## src/rtl/pc_sequencer.sv

```systemverilog
// Fetch/execute sequencer and next-PC generator for the 6-bit program counter.
// Free-run and single-step modes, stalls, relative branches, HALT and a retire counter.
module pc_sequencer #(
    parameter int unsigned PC_W     = 6,
    parameter int unsigned RESET_PC = 32,
    parameter int unsigned CNT_W    = 16
) (
    input  logic             clk,
    input  logic             reset,
    input  logic             i_run,
    input  logic             i_step,
    input  logic             i_stall,
    input  logic [PC_W-1:0]  i_pc_cur,
    input  logic             i_is_branch,
    input  logic             i_is_cond,
    input  logic             i_cond_true,
    input  logic             i_is_halt,
    input  logic [PC_W-1:0]  i_br_offset,
    output logic             o_ir_we,
    output logic             o_exec_en,
    output logic             o_pc_we,
    output logic [PC_W-1:0]  o_pc_next,
    output logic             o_halted,
    output logic [1:0]       o_state,
    output logic [CNT_W-1:0] o_instr_cnt
);

    // The PC register itself lives outside; RESET_PC must still be a legal address.
    if (RESET_PC >= (64'd1 << PC_W)) begin : g_bad_reset_pc
        $error("RESET_PC does not fit in PC_W bits");
    end

    typedef enum logic [1:0] {
        StFetch    = 2'b00,
        StExec     = 2'b01,
        StWaitStep = 2'b10,
        StHalt     = 2'b11
    } state_e;

    state_e           r_state;
    state_e           w_state_next;
    logic             r_step_q;
    logic [CNT_W-1:0] r_instr_cnt;
    logic             w_step_rise;
    logic             w_taken;
    logic [PC_W-1:0]  w_pc_inc;

    assign w_step_rise = i_step & ~r_step_q;

    always_ff @(posedge clk) begin
        if (reset) begin
            r_state     <= StFetch;
            r_step_q    <= 1'b0;
            r_instr_cnt <= '0;
        end else begin
            r_state  <= w_state_next;
            r_step_q <= i_step;
            if (o_exec_en) begin
                r_instr_cnt <= r_instr_cnt + CNT_W'(1);
            end
        end
    end

    always_comb begin
        w_state_next = r_state;
        case (r_state)
            StFetch: begin
                if (!i_stall) w_state_next = StExec;
            end
            StExec: begin
                if (!i_stall) begin
                    if (i_is_halt)  w_state_next = StHalt;
                    else if (i_run) w_state_next = StFetch;
                    else            w_state_next = StWaitStep;
                end
            end
            StWaitStep: begin
                // Only a fresh step edge advances; a held button retires one instruction.
                if (i_run || w_step_rise) w_state_next = StFetch;
            end
            StHalt: begin
                w_state_next = StHalt;
            end
            default: begin
                w_state_next = StFetch;
            end
        endcase
    end

    assign o_ir_we   = (r_state == StFetch) & ~i_stall & ~reset;
    assign o_exec_en = (r_state == StExec) & ~i_stall & ~reset;
    assign o_pc_we   = o_exec_en & ~i_is_halt;
    assign o_halted  = (r_state == StHalt) & ~reset;
    assign o_state   = r_state;

    assign o_instr_cnt = r_instr_cnt;

    // Modulo-2^PC_W arithmetic; a negative offset is just its two's-complement bit pattern.
    assign w_taken   = i_is_branch & (~i_is_cond | i_cond_true);
    assign w_pc_inc  = i_pc_cur + PC_W'(1);
    assign o_pc_next = w_taken ? (w_pc_inc + i_br_offset) : w_pc_inc;

endmodule

```

## config.mk

```make
export PLATFORM = sky130hd
export DESIGN_NAME = pc_sequencer
export DESIGN_NICKNAME = d
export VERILOG_FILES = /design/src/rtl/pc_sequencer.sv
export SDC_FILE = /design/constraint.sdc
export NUM_CORES = 1
export LEC_CHECK = 0
export CORE_MARGIN = 2
export CORE_UTILIZATION = 37
export CTS_CLUSTER_SIZE = 16
export DETAILED_ROUTE_END_ITERATION = 10
export GPL_TIMING_DRIVEN = 0
export PLACE_DENSITY_LB_ADDON = 0.25
export RECOVER_POWER = 25
export SYNTH_ARGS = -nofsm -noshare
export SYNTH_HDL_FRONTEND = slang
export SYNTH_SLANG_ARGS = --single-unit
```

## constraint.sdc

```tcl
create_clock -name clk -period 3.7 [get_ports clk]
set_input_delay 0.925 -clock clk [delete_from_list [all_inputs] [get_ports clk]]
set_output_delay 0.925 -clock clk [all_outputs]
set_load 0.05 [all_outputs]
```

# After elaboration in Yosys (flattened, before gate mapping)
# Index checks and enable logic that the tools add are counted.
# classes
bitwise_logic	14
n_mux	7
reduce_logical	3
n_addsub	3
eq_ne	6
# ops
op	count
adder 16 x 1 -> 16 bit (second input constant)	1
2-to-1 mux 2 bit	5
bitwise AND 1 bit	8
case mux 2 bit (4 select lines)	1
adder 6 x 1 -> 6 bit (second input constant)	1
adder 6 bit	1
2-to-1 mux 6 bit	1
inequality test 2 bit (second input constant)	3
NOT 1 bit	5
== test 2 bit (second input constant)	2
AND reduction 3 bit	1
== test 2 x 1 -> 1 bit (second input constant)	1
logical NOT 2 bit	1
logical OR 1 bit	1
bitwise OR 1 bit	1
# word_totals
out_inout_bits	28
inputBits	21
reg_bits	19

# Logic depth before layout (Yosys ltp)
# logic_depth
word_depth	5
ltp_mapped	8

# Least setup slack after synthesis
# OpenSTA, ideal clock, no wires.
# synth_path
kind	input port to output port
from	in i_pc_cur[0]
to	out o_pc_next[4]
t_arrival_ps	3190
required_ps	2775
slack_ps	-415
path_buffers	0
cell_stages	7
cell_sequence	ha_1 -> xor2_1 -> ha_1 -> nor2b_1 -> o21ai_0 -> a21boi_0 -> o31ai_1
# synth_between
elab_chain_len	3
# synth_lines
item	line	source
start, declared	13	input logic [PC_W-1:0] i_pc_cur,
adder 6 x 1 -> 6 bit (*)	100	assign w_pc_inc = i_pc_cur + PC_W'(1);
adder 6 bit	101	assign o_pc_next = w_taken ? (w_pc_inc + i_br_offset) : w_pc_inc;
2-to-1 mux 6 bit (*)	101	
end, declared	22	output logic [PC_W-1:0] o_pc_next,
# Mark *: on every way between the ends. The rest lies on a longest branch, timed or not.

# Worst setup path after layout
# layout_path
from	in i_pc_cur[0]
to	out o_pc_next[5]
# The elaborated chain is that of the path after synthesis.

==> results.cfg <==
[die]
fp-row-count = 21
start_util_pct = 37.98
coreArea_um2 = 3311
fp.dieW_um = 62.30
dieArea_um2 = 3881
die_h_um = 62.30
ios = 49

[grt]
grt_max_degree = 12
grt_pass1_vias = 1352
grt_usage_pct = 19.14
antenna_found_initial = 0
grt-ovfl-total = 0
grt_pass1_wl_um = 6189

[final_layout]
diodes = 0
finalInstanceArea_um2 = 1958
layout.nets = 243
area_growth_pct = 55.72
layout-drive-gt1-share_pct = 22.17
instances_no_fill = 258

[place]
dp_cells = 250
post_dp_cell_area_um2 = 1808
hpwl_um = 2467
io_buffers = 48
pre_cts_slack_ns = -1.180
gp_congestion = 0.7926

[route]
route.detailed.drc = 0
drtIter0Drc = 39
first_pass_iters = 4
avgRoutedWirePerCell_um = 13.64
routed_via_density = 5.097
vias = 1315
drt-total-wl_um = 3518
postRouteAntennaNets = 0

[timing]
drv_slew = 0
setup_ws_ns = 0.06626
slew-limit-headroom_pct = 66.07
setup_viol = 0
finalCritPeriodShare_pct = 98.21
rsz0062_at_grt = true
finalClockSkew_ns = 0.007412
worst_pin_slew_ns = 0.5072
max_freq_mhz = 275.2
holdWs_ns = 0.5284
min_period_ns = 3.634
hold_violations = 0

[synthesis]
synth_commonest_cells = dfxtp_1, nor2_1, nand2_1
ys_seq_area_share_pct = 30.25
synth_edf_count = 0
async_flop_share_pct = 0
synth.area.top_cells = dfxtp_1, ha_1, xnor2_1
synth_seq_cells = 19
synth_most_common_cell = dfxtp_1
ys_warn_count = 0
synth.net_count = 186
synth_ff_type = dfxtp_1
synthesis.area_um2 = 1257
synthCells = 156
syn_avg_cell_area_um2 = 8.061
yosysTopAreaCell = dfxtp_1
synth.distinct_cells = 35
synth_largest_type_area_fraction_pct = 30.25

[cts]
cts_hold_buffers = 0
tritoncts = yes
cts_root_buffer = clkbuf_4
clock_latency_ns = 0.29
cts_max_level = 1
clock_path_buffers = 2
clk_pin_slew_ns = 0.11
cts_made_buffers = 3
clkSinkCount = 19

[critical_path]
cp-end-kind = primary output
max_stage_delay_ns = 0.36
critPathLaunchType = primary input
crit_family = adder cells
crit_buf_inv = 2
worstPathRequired_ns = 2.77
path_class = primary input to primary output
cp_max_fo = 4
path_cells = buf_4 > ha_4 > xor2_1 > ha_1 > o21ai_2 > or2_4 > o311ai_4 > xnor2_2 > buf_6
worst_path_max_delay_cell = ha_1
worstPathArrival_ns = 2.71

[power_and_ir_drop]
p_int_uw = 332.0
sw_frac_of_total_pct = 36.16
pwr-share-comb_pct = 39.1
switching_power_uw = 188.1
ir_drop_mv = 0.1691
p_leak_nw = 0.7929
p_seq_share_pct = 40.6
clkPwrFrac_pct = 20.3
powerDensity_nw_per_um2 = 265.6

[status]
status = finished clean

[flow_run]
drv_cap = 0

[min_path]
hp-class = register to register
==> flip-flops by register name (all words and copies together) (netlist names) <==
register     flops
r_step_q         1
o_instr_cnt     16
o_state          2
==> cell families (layout without fill, tap and decap cells) <==
group / Yosys count / count (layout) / share of synthesized area (%)
AND/OR/NAND/NOR: 71 / 71 / 31.04
AO/OA/AOI/OAI: 27 / 27 / 12.74
flip-flops: 19 / 19 / 30.25
XOR/XNOR: 14 / 14 / 9.751
buffers and inverters: 13 / 69 / 3.980
adder cells (fa/ha/maj): 9 / 9 / 9.553
multiplexers: 3 / 3 / 2.686
==> power groups by stage <==
stage | registers, mW | clock network [mW] | logic, mW
after global placement | 0.215 | 0 | 0.172
after CTS | 0.211 | 0.110 | 0.193
after global routing | 0.212 | 0.118 | 0.218
after floorplan | 0.222 | 0 | 0.104
after detailed placement | 0.215 | 0 | 0.176
final | 0.211 | 0.106 | 0.204
==> worst min-delay path, delay by kind of cell (launching register included) <==
kind	cells	cell delay [ns]
DFF	1	0.35
and+or+nand+nor	2	0.15
==> per-layer routing <==
layer  up-vias  global-route usage (%)  routed length [um]
met3         2                   3.080                 181
li1        660                       -                   -
met4         0                   4.167                  17
met1       619                   22.66                1433
met5         -                       0                   0
met2        34                   36.14                1885
==> per-stage QoR <==
stage	utilization (%)	total power [mW]	setup TNS [ns]
2_1_floorplan	-	0.3258	-0.004241
3_3_place_gp	54.61	0.3873	-5.066
3_5_place_dp	54.61	0.3914	-5.409
4_1_cts	58.65	0.5139	0
5_1_grt	59.15	0.5474	-0.1014
6_report	59.15	0.5201	0
==> timing repair <==
item,in CTS,in global routing
pin swaps,10,7
buffers inserted,4,0
setup endpoints to repair,10,6
resized for setup,69,14
==> area by class of cell <==
class	count	area, um^2
fill	324	1353
buffer	3	15.01
timing repair buffer	52	475.5
clock inverter	1	5.005
sequential	19	380.4
tap	46	57.56
clock buffer	3	22.52
inverter	10	37.54
multi-input combinational	124	964.7
==> cells in the final DEF (no fill, tap or decap), drive strengths merged, types with 2 or more instances in the layout <==
cell type,Yosys,layout
inv,10,10
or3,4,4
nand3,8,8
xor2,4,4
buf,1,12
nand4,2,2
mux2,3,3
xnor2,10,10
dlygate4sd2,0,4
o21ai,10,10
nand2,12,12
nor2,18,18
a21oi,9,9
nor3,3,3
nand2b,3,3
clkbuf,2,8
dfxtp,19,19
ha,8,8
nor4,3,3
clkdlybuf4s50,0,26
dlygate4sd3,0,6
o311ai,2,2
nor2b,6,6
nand3b,3,3
nor3b,4,4
clkdlybuf4s15,0,2
==> worst paths after layout <==
| kind | from | end | slack, ns | depth (start not counted) |
|---|---|---|---|---|
| worst max-delay path | i_pc_cur[0] | o_pc_next[5] | 0.07 | 9 |
| worst min-delay path | o_instr_cnt[1] | o_instr_cnt[1] | 0.53 | 2 |
| worst max register to register | o_state[0] | o_instr_cnt[15] | 1.44 | 5 |
| worst min register to register | o_instr_cnt[1] | o_instr_cnt[1] | 0.53 | 2 |
No activity file was read; power rests on OpenSTA's default activity.
==> edit, RTL diff (same flow settings) <==
Register the output `o_instr_cnt` once more; this adds one clock of latency there. The other outputs are not delayed to match.
--- a/src/rtl/pc_sequencer.sv
+++ b/src/rtl/pc_sequencer.sv
@@ -93,7 +93,9 @@
     assign o_halted  = (r_state == StHalt) & ~reset;
     assign o_state   = r_state;
 
-    assign o_instr_cnt = r_instr_cnt;
+    always_ff @(posedge clk) begin
+        o_instr_cnt <= r_instr_cnt;
+    end
 
     // Modulo-2^PC_W arithmetic; a negative offset is just its two's-complement bit pattern.
     assign w_taken   = i_is_branch & (~i_is_cond | i_cond_true);
Behaviour: not the same (Yosys sat finds a counterexample within 4 cycles, from zero or initial values and one cycle with reset high).
==> edit against the unedited design <==
- sequential cell count up 16
- power up 62%
- non-clock buffer count down 2
- clock power up 140%
- sequential power up 82%
- final area up 21%
- fmax down 0.31%
- worst setup slack worse by 0.011 ns
- area after synthesis up 27%
- routed wire length down 0.45%
- highest routed layer unchanged
==> edit: results (changes against the unedited design) <==
- Post-synthesis compound-gate area fraction: 8.32% (-4.4 points)
- Worst hold slack: 0.367 ns (-0.161 ns)
- Largest cells by area after synthesis: dfxtp_1, xnor2_1, ha_1
- Largest net degree at the start of global routing: 11 (-1)
- Outcome: finished clean
- CP max stage delay: 0.58 ns (+0.22 ns)
- CP endpoint: o_exec_en
- Critical path arrival: 2.72 ns (about the same)
- WL met1: 1550 um (+8.0%)
- Seq/Total Area, Yosys: 44.0% (+14 points)
- Share of layout cells above drive strength 1: 19.2% (-3.0 points)
- Fmax: 274 MHz (-0.31%)
- Metal2 WL: 1730 um (-8.1%)
- Clock-pin slew on the worst setup and hold paths: 0.06 ns (-0.05 ns)
- WL met3: 177 um (-2.2%)
- Largest delay contributor family on the critical path: buffers and inverters
- First DRT Iteration DRCs: 40 (+2.6%)
- CTS Buf Count: 5 (+2)
- Gp weighted congestion: 0.771 (-2.7%)
- Crit-path slowest cell: or4b_4
- Worst-Margin Slew: 0.506 ns (-0.00154 ns)
- FF-to-FF setup slack: 1.70 ns (+0.26 ns)
- Post-synth top cells: dfxtp_1, nor2_1, xnor2_1
- Reg2reg path depth: 4 (-1)
- Worst slack at placement: -1.22 ns (-0.0430 ns)
[edit: changes by cell type after synthesis, sizes merged, moves of 2 or more]
cell and delta:
a21oi -3, dfxtp +16, nand4 +2, nor2 +3
nor4 +2, o21ai -4, or3 -2, xnor2 +2
[edit: report_power, final]
group | internal (uW) | switching, uW
logic | 84.1 | 115
registers | 380 | 3.91
clock network | 132 | 127
total | 596 | 246
[edit: layout make-up]
class / instances / area, um^2
Fill cell: 371 / 1710
Multi-Input combinational cell: 124 / 1010
Sequential cell: 35 / 701
Timing Repair Buffer: 50 / 473
Clock buffer: 7 / 76.3
Tap cell: 50 / 62.6
Inverter: 9 / 33.8
Buffer: 3 / 21.3
Clock inverter: 1 / 5.00
[edit: layer usage]
metal / vias up / GRT usage [%]
met5: - / 0
met1: 642 / 18.7
met2: 37 / 25.1
li1: 707 / -
met4: 0 / 5.77
met3: 4 / 4.51
[edit: what timing repair did]
action,in CTS,in global routing
pin swaps,9,8
endpoints found under the setup margin,10,3
buffers inserted,2,0
resized for setup,60,16
